[src/rtl/round_pkg.sv]
// Shared state encoding and default round constants for the game timer.
// ROUND_BONUS_EN (optional) enables correct-answer time bonus in round_timer_ctrl.
package round_pkg;

  localparam logic [1:0] IDLE  = 2'd0;
  localparam logic [1:0] RUN   = 2'd1;
  localparam logic [1:0] PAUSE = 2'd2;
  localparam logic [1:0] DONE  = 2'd3;

  typedef enum logic [1:0] {
    S_IDLE  = IDLE,
    S_RUN   = RUN,
    S_PAUSE = PAUSE,
    S_DONE  = DONE
  } state_t;

  localparam int ROUND_SECS   = 30;
  localparam int PENALTY_SECS = 2;
  localparam int BONUS_SECS   = 1;

endpackage

[src/rtl/tick_prescaler.sv]
// Game-second prescaler: down-counter from CLK_HZ-1, tick when it hits 0.
// Holds its value while enable is low; load forces a full reload.
module tick_prescaler #(
  parameter int CLK_HZ = 50000000
) (
  input  logic clock,
  input  logic reset,
  input  logic load,
  input  logic enable,
  output logic tick
);

  localparam int CW = (CLK_HZ > 1) ? $clog2(CLK_HZ) : 1;
  localparam logic [CW-1:0] TOP = CW'(CLK_HZ - 1);

  logic [CW-1:0] cnt;

  always_ff @(posedge clock) begin
    if (reset || load) begin
      cnt <= TOP;
    end else if (enable) begin
      cnt <= (cnt == '0) ? TOP : cnt - CW'(1);
    end
  end

  assign tick = enable && (cnt == '0);

endmodule

[src/rtl/round_timer_ctrl.sv]
// Round sequencer: IDLE/RUN/PAUSE/DONE, seconds countdown and penalties.
// Define ROUND_BONUS_EN to let correct answers add time (clamped to round length).
module round_timer_ctrl #(
  parameter int CLK_HZ       = 50000000,
  parameter int ROUND_SECS   = round_pkg::ROUND_SECS,
  parameter int PENALTY_SECS = round_pkg::PENALTY_SECS,
  parameter int BONUS_SECS   = round_pkg::BONUS_SECS,
  parameter int SEC_W        = 6
) (
  input  logic             clock,
  input  logic             reset,
  input  logic             start,
  input  logic             pause,
  input  logic             wrong,
  input  logic             correct,
  output logic [SEC_W-1:0] secs_left,
  output logic             tick,
  output logic             running,
  output logic             time_up,
  output logic             game_over
);

  import round_pkg::*;

  localparam int AW = SEC_W + 1;
  localparam logic [SEC_W-1:0] FULL = SEC_W'(ROUND_SECS);

  state_t           state, state_nxt;
  logic [SEC_W-1:0] secs_q, secs_nxt, secs_run;
  logic             time_up_q;
  logic             tick_w;
  logic [AW-1:0]    dec;

  tick_prescaler #(
    .CLK_HZ(CLK_HZ)
  ) u_pre (
    .clock (clock),
    .reset (reset),
    .load  ((state == S_IDLE) || (state == S_DONE)),
    .enable(state == S_RUN),
    .tick  (tick_w)
  );

  // Answer pulses lose to a same-cycle pause; the prescaler tick does not.
  always_comb begin
    dec = AW'(tick_w);
    if (wrong && !pause) dec = dec + AW'(PENALTY_SECS);
  end

`ifdef ROUND_BONUS_EN
  localparam int NW = SEC_W + 3;
  logic signed [NW-1:0] net;

  always_comb begin
    net = $signed({3'b000, secs_q}) - $signed({2'b00, dec});
    if (correct && !pause) net = net + $signed(NW'(BONUS_SECS));
    if (net <= 0) begin
      secs_run = '0;
    end else if (net >= $signed(NW'(ROUND_SECS))) begin
      secs_run = FULL;
    end else begin
      secs_run = net[SEC_W-1:0];
    end
  end
`else
  logic unused_bonus;
  assign unused_bonus = correct ^ (BONUS_SECS != 0);

  always_comb begin
    if ({1'b0, secs_q} <= dec) begin
      secs_run = '0;
    end else begin
      secs_run = secs_q - dec[SEC_W-1:0];
    end
  end
`endif

  always_comb begin
    state_nxt = state;
    secs_nxt  = secs_q;
    unique case (state)
      S_IDLE: begin
        secs_nxt = FULL;
        if (start) state_nxt = S_RUN;
      end
      S_RUN: begin
        if (secs_q == '0) begin
          state_nxt = S_DONE;
        end else begin
          secs_nxt = secs_run;
          if (pause) state_nxt = S_PAUSE;
        end
      end
      S_PAUSE: begin
        if (!pause) state_nxt = S_RUN;
      end
      S_DONE: begin
        secs_nxt = '0;
        if (start) begin
          state_nxt = S_RUN;
          secs_nxt  = FULL;
        end
      end
      default: state_nxt = S_IDLE;
    endcase
  end

  always_ff @(posedge clock) begin
    if (reset) begin
      state     <= S_IDLE;
      secs_q    <= FULL;
      time_up_q <= 1'b0;
    end else begin
      state     <= state_nxt;
      secs_q    <= secs_nxt;
      time_up_q <= (state == S_RUN) && (secs_q == '0);
    end
  end

  assign secs_left = secs_q;
  assign tick      = tick_w;
  assign running   = (state == S_RUN);
  assign time_up   = time_up_q;
  assign game_over = (state == S_DONE);

endmodule

[config.mk]
export PLATFORM = sky130hd
export DESIGN_NAME = round_timer_ctrl
export DESIGN_NICKNAME = d
export VERILOG_FILES = /design/src/rtl/round_pkg.sv /design/src/rtl/tick_prescaler.sv /design/src/rtl/round_timer_ctrl.sv
export SDC_FILE = /design/constraint.sdc
export NUM_CORES = 1
export LEC_CHECK = 0
export CORE_ASPECT_RATIO = 0.5
export CORE_UTILIZATION = 35
export DETAILED_ROUTE_END_ITERATION = 7
export GPL_TIMING_DRIVEN = 0
export HOLD_SLACK_MARGIN = 0.15
export PLACE_DENSITY = 0.55
export SLEW_MARGIN = 5
export SYNTH_ARGS = -nofsm -noshare
export SYNTH_HDL_FRONTEND = slang
export SYNTH_SLANG_ARGS = --single-unit
[constraint.sdc]
create_clock -name clock -period 7.3 [get_ports clock]
set_clock_uncertainty 0.2 [all_clocks]
set_input_delay 0.73 -clock clock [delete_from_list [all_inputs] [get_ports clock]]
set_output_delay 0.73 -clock clock [all_outputs]
set_load 0.01 [all_outputs]
* Word-level counts from Yosys, hierarchy flattened *
Index checks and enable logic that the tools add are counted.

word-level totals
  output and inout bits = 10
  register bits = 35
  bits of input ports = 6
  logic and storage cells = 39

cells by class
  equality and inequality tests = 7
  reduce and logical (&&, ||, !) cells = 13
  add/sub/neg operators = 3
  multiplexer cells = 11
  magnitude comparators = 1

operator list
  cell                                                                      count
  26-bit logical NOT                                                        1
  26-bit two-way mux                                                        1
  26-bit by 1-bit subtractor with 26-bit output (second input constant)     1
  6-bit case mux with 3 select lines                                        1
  6-bit two-way mux                                                         2
  2-bit two-way mux                                                         4
  6-bit by 7-bit less-or-equal comparator with 1-bit output                 1
  6-bit logical NOT                                                         1
  2-bit case mux with 3 select lines                                        1
  6-bit subtractor                                                          1
  5-bit two-way mux                                                         1
  2-bit == test (second input constant)                                     2
  2-bit inequality test (second input constant)                             2
  1-bit by 2-bit adder with 3-bit output (second input constant)            1
  1-bit logical AND                                                         3
  3-bit two-way mux                                                         1
  3-bit inequality test (second input constant)                             1
  3-bit AND reduction                                                       1
  3-bit nonzero test                                                        1
  2-bit by 1-bit == test with 1-bit output (second input constant)          1
  2-bit logical NOT                                                         1
  1-bit logical OR                                                          2
  2-bit by 1-bit inequality test with 1-bit output (second input constant)  1
  2-bit AND reduction                                                       1
  other kinds (2)                                                           2

* Depth between registers and ports, before layout *
  depth after elaboration = 8
  gate-level depth with buffers = 11
  gate-level depth less buffers = 11

* Cells and area by module *
From an unflattened synthesis, not the netlist that was laid out.

unflattened totals
  cells, all modules = 217
  area total of the unflattened synthesis = 1909.3 um^2

by module, submodules not included
  module            area each (um^2)  times used  cells an instance  sequential area each (um^2)
  tick_prescaler    1298.7            1           143                520.5
  round_timer_ctrl  610.6             1           74                 180.2

* Least setup slack after synthesis *
Ideal clock, no wire load.

  path kind = reg-to-reg
  start point = reg state[1]
  end point = reg secs_q[0] (netlist: secs_left[0])
  required time = 6.978 ns
  clock period less this slack = 3.189 ns
  path slack = 4.111 ns
  setup time = 0.122 ns
  buffers on the path = 0
  cell stages (with the launch flop) = 12
  data arrival time = 2.867 ns
  cell sequence = dfxtp_1 inv_1 ha_1 or3b_2 nor4_1 and2_1 nand2b_1 fa_1 o31ai_1 a21oi_1 o21ai_0 a21oi_1

between the ends
  word-level cells in the longest chain between the ends = 8
  elaborated cells on any way between the ends = 14
  classes of those cells = add/sub (2); order compare (1); eq/ne (3); mux (4); reduce/logical (4)

RTL lines
  element                                                                                        line                                            RTL
  start: declaration                                                                             round_timer_ctrl.sv:28                          state_t state, state_nxt;
  start signal: assignment                                                                       round_timer_ctrl.sv:114                         state <= state_nxt;
  2-bit by 1-bit == test with 1-bit output (*)                                                   -
  via running                                                                                    round_timer_ctrl.sv:18                          output logic running,
  1-bit logical AND (*)                                                                          tick_prescaler.sv:26                            assign tick = enable && (cnt == '0);
  via tick                                                                                       round_timer_ctrl.sv:17                          output logic tick,
  1-bit by 2-bit adder with 3-bit output                                                         round_timer_ctrl.sv:47                          if (wrong && !pause) dec = dec + AW'(PENALTY_SECS);
  3-bit two-way mux (*)                                                                          round_timer_ctrl.sv:47
  6-bit subtractor or 6-bit by 7-bit less-or-equal comparator with 1-bit output (tied branches)  round_timer_ctrl.sv:73, round_timer_ctrl.sv:70
  6-bit two-way mux (*)                                                                          round_timer_ctrl.sv:70                          if ({1'b0, secs_q} <= dec) begin
  6-bit two-way mux (*)                                                                          round_timer_ctrl.sv:87                          if (secs_q == '0) begin
  6-bit case mux with 3 select lines (*)                                                         round_timer_ctrl.sv:81                          unique case (state)
  end signal: assignment                                                                         round_timer_ctrl.sv:115                         secs_q <= secs_nxt;
  end: declaration                                                                               round_timer_ctrl.sv:29                          logic [SEC_W-1:0] secs_q, secs_nxt, secs_run;

The timed path passes the listed nets; every way through them passes the cells marked *. The select of a mux whose other input is x is not followed.
A chain may end at the register's enable or synchronous reset.

* Worst setup path in the final report *
  start point = reg u_pre.cnt[18]
  end point = out tick

between the ends
  word-level cells in the longest chain between the ends = 2

RTL lines
  element                   line                    RTL
  start: declaration        tick_prescaler.sv:16    logic [CW-1:0] cnt;
  start signal: assignment  tick_prescaler.sv:22    cnt <= (cnt == '0) ? TOP : cnt - CW'(1);
  26-bit logical NOT        tick_prescaler.sv:26
  1-bit logical AND         tick_prescaler.sv:26
  end: declaration          round_timer_ctrl.sv:17

No other way between the ends.

==> results.cfg <==
[drt]
number_of_remaining_drc_errors = 0
route.vias.total = 1584
drt_first_pass_iters = 4
wire_per_inst_um = 12.77
vias_per_cell = 5.061
routed_wire_length_um = 3997
detail_route.iter0.violations = 68
detail-route-antenna-nets = 0

[cts]
clock_tree.htree_level_count = 2
tritoncts = yes
postCtsResizedCells = 0
cts_sink_cnt = 35
root_cell_of_the_clock_tree = sky130_fd_sc_hd__clkbuf_8
cts_made_buffers = 5
cts-hold-fix-buffers = 0
cts_buffer_depth = 2
postCtsSetupRepairBufs = 0
insertion_delay_ns = 0.29
clk_pin_slew_ns = 0.08

[grt]
first_global_vias = 1485
grt_first_pass_wirelength_um = 7017
grt_antenna_before_repair = 0
grt_util_all_layers = 0.1565
grt_overflow_total = 0
grt_start_max_net_pins = 12

[synthesis]
synthFlopType = sky130_fd_sc_hd__dfxtp_1
synthArstFlopShare = 0
yosys-top-cells-count = 35 x sky130_fd_sc_hd__dfxtp_1, 26 x sky130_fd_sc_hd__nand2_1, 23 x sky130_fd_sc_hd__nor2_1
syn_area_per_cell_um2 = 8.645
synth.largest_area_cell = sky130_fd_sc_hd__dfxtp_1
netlist_top_cells_area = sky130_fd_sc_hd__dfxtp_1 37%, sky130_fd_sc_hd__xnor2_1 9.6%, sky130_fd_sc_hd__ha_1 5.2%, sky130_fd_sc_hd__nand2_1 5.1%, sky130_fd_sc_hd__nor2_1 4.5%
synth_warnings = 0
ys_seq_area_frac = 0.3667
mapped_area_um2 = 1911
yosys_register_bits = 35
synth_top_area_frac = 0.3667
synth.lib_cells_used.distinct = 44
syn_nets = 236
synthMostInstantiatedCell = sky130_fd_sc_hd__dfxtp_1
count_of_flip_flops_with_a_built_in_enable_after_synthesis = 0
netlist_instances = 221

[floorplanning]
io_pins = 16
placement_rows = 18
floorplan.die_area_um2 = 5776
coreArea_um2 = 5090
die_h_um = 54.25
die_width_um = 106.5
start_util = 0.3754

[place]
dp.cells = 305
hpwl_um = 2950
placed_area_um2 = 2138
gp_congestion = 0.7806
number_of_buffers_added_on_ports = 14

[power_and_ir_drop]
combinationalPowerShare = 0.295
finalPower_w = 0.0005109
power-per-cell-area_nw_per_um2 = 229.8
clockPowerShare = 0.276
cell_internal_pwr_w = 0.0003385
peakVddDrop_mv = 0.08296
total_switching_power_w = 0.0001724
p_sw_frac = 0.3374
share_seq_of_total_power = 0.429
leakagePower_nw = 0.7248

[sta]
setup_viol = 0
rsz0062_at_grt = false
min_period_over_period = 0.4894
finalMaxSlewViolations = 0
period_minus_slack_ns = 3.573
final_hold_viol_count = 0
worst-slew-pin-transition_ns = 1.070
tns_ns = 0
timing.max_slew.rel_slack = 0.2811
fmax_mhz = 279.9

[setup_path]
rrSetupSlack_ns = 3.73
critical_path_arrival_ns = 2.64
worstSetupEndpointType = output pin
path_class = reg2out
reg2regPathDepth = 9
worstSetupStartpointType = register
worst_path_required_ns = 6.37
timing.critical_path.fanout_max = 5

[cells_and_area]
area.growth.synth_to_final_pct = 16.37
final_cell_area_um2 = 2223
finalNetCount = 257
antenna-diode-count = 0
share_of_final_layout_standard_cells_stronger_than_drive_strength_1 = 0.1111
fin_cells = 313

[hold_path]
worst_hold_path.num_cells = 2
hp_class = reg2reg

[status]
status = completed

[job]
cap_violations = 0
[worst max-delay path, cell delays in order (launching register included)]
cell                              delay (ns)
sky130_fd_sc_hd__dfxtp_1                0.35
sky130_fd_sc_hd__or4_2                  0.73
sky130_fd_sc_hd__nor4_1                 0.51
sky130_fd_sc_hd__and2_1                 0.23
sky130_fd_sc_hd__clkdlybuf4s50_1        0.54
[cell families after synthesis]
family	share of synthesized area
xor+xnor	0.1100
compound gates	0.09955
mux	0.005239
buf+inv	0.04978
flops	0.3667
simple gates	0.3058
fa+ha+maj	0.06287
[layout make-up]
| type | instances | area, um2 |
|---|---|---|
| sequential | 35 | 700.7 |
| fill | 532 | 2867 |
| clock buffer | 6 | 72.57 |
| multi-input combinational | 170 | 1115 |
| buffer | 6 | 57.56 |
| timing repair buffer | 14 | 140.1 |
| clock inverter | 2 | 12.51 |
| inverter | 10 | 37.54 |
| tap | 70 | 87.58 |
[power groups by stage]
stage               logic, W  clock network (W)  registers (W)
finish              0.000151           0.000141       0.000219
detailed placement  0.000150                  0       0.000224
global route        0.000168           0.000154       0.000222
global placement    0.000150                  0       0.000224
floorplan           0.000100                  0       0.000224
CTS                 0.000151           0.000148       0.000220
[state kept, by name, indices dropped and copies added (netlist names)]
| register | count |
|---|---|
| u_pre.cnt | 26 |
| state | 2 |
| time_up | 1 |
| secs_left | 6 |
[layer usage]
metal / share of wire / vias up / track usage
met5: 0 / - / 0
met4: 0.0095 / 0 / 0.03881
met3: 0.039 / 5 / 0.03571
li1: - / 822 / -
met2: 0.43 / 29 / 0.2554
met1: 0.52 / 728 / 0.2136
[final timing paths]
kind | startpoint | end
max | u_pre.cnt[18] | tick
min | u_pre.cnt[17] | u_pre.cnt[17]
max reg2reg | u_pre.cnt[18] | secs_left[0]
min reg2reg | u_pre.cnt[17] | u_pre.cnt[17]
[stage by stage]
stage / worst slack (ns) / utilization / hold WS, ns
6_report: 3.727 / 0.4368 / 0.2982
5_1_grt: 3.380 / 0.4368 / 0.3400
4_1_cts: 3.697 / 0.4368 / 0.3015
3_5_place_dp: 3.753 / 0.4201 / 0.2771
3_3_place_gp: 3.767 / 0.4201 / 0.2715
2_1_floorplan: 4.111 / - / 0.2566
[cells in the final DEF, fill, tap and decap left out, types with 2 or more instances in the layout]
cell type                         netlist  routed
sky130_fd_sc_hd__a211oi_1               3       3
sky130_fd_sc_hd__a21oi_1                5       5
sky130_fd_sc_hd__a311oi_1               3       3
sky130_fd_sc_hd__and2_1                 2       2
sky130_fd_sc_hd__buf_6                  2       2
sky130_fd_sc_hd__clkbuf_1               2       3
sky130_fd_sc_hd__clkbuf_8               2       7
sky130_fd_sc_hd__clkdlybuf4s50_1        0      14
sky130_fd_sc_hd__dfxtp_1               35      35
sky130_fd_sc_hd__ha_1                   8       8
sky130_fd_sc_hd__inv_1                 10      10
sky130_fd_sc_hd__nand2_1               26      26
sky130_fd_sc_hd__nand2b_1               4       4
sky130_fd_sc_hd__nand3_1                4       4
sky130_fd_sc_hd__nor2_1                23      23
sky130_fd_sc_hd__nor3_1                12      12
sky130_fd_sc_hd__nor3b_1                2       2
sky130_fd_sc_hd__nor4_1                10      10
sky130_fd_sc_hd__o21ai_0                2       2
sky130_fd_sc_hd__o31ai_1                3       3
sky130_fd_sc_hd__or2_2                  6       6
sky130_fd_sc_hd__or3_1                  6       6
sky130_fd_sc_hd__or3_2                  2       2
sky130_fd_sc_hd__or3b_2                 2       2
sky130_fd_sc_hd__or4_1                  2       2
sky130_fd_sc_hd__or4_2                  3       3
sky130_fd_sc_hd__or4_4                  2       2
sky130_fd_sc_hd__xnor2_1               21      21
sky130_fd_sc_hd__xor2_1                 3       3
No activity file was read; power rests on OpenSTA's default activity.
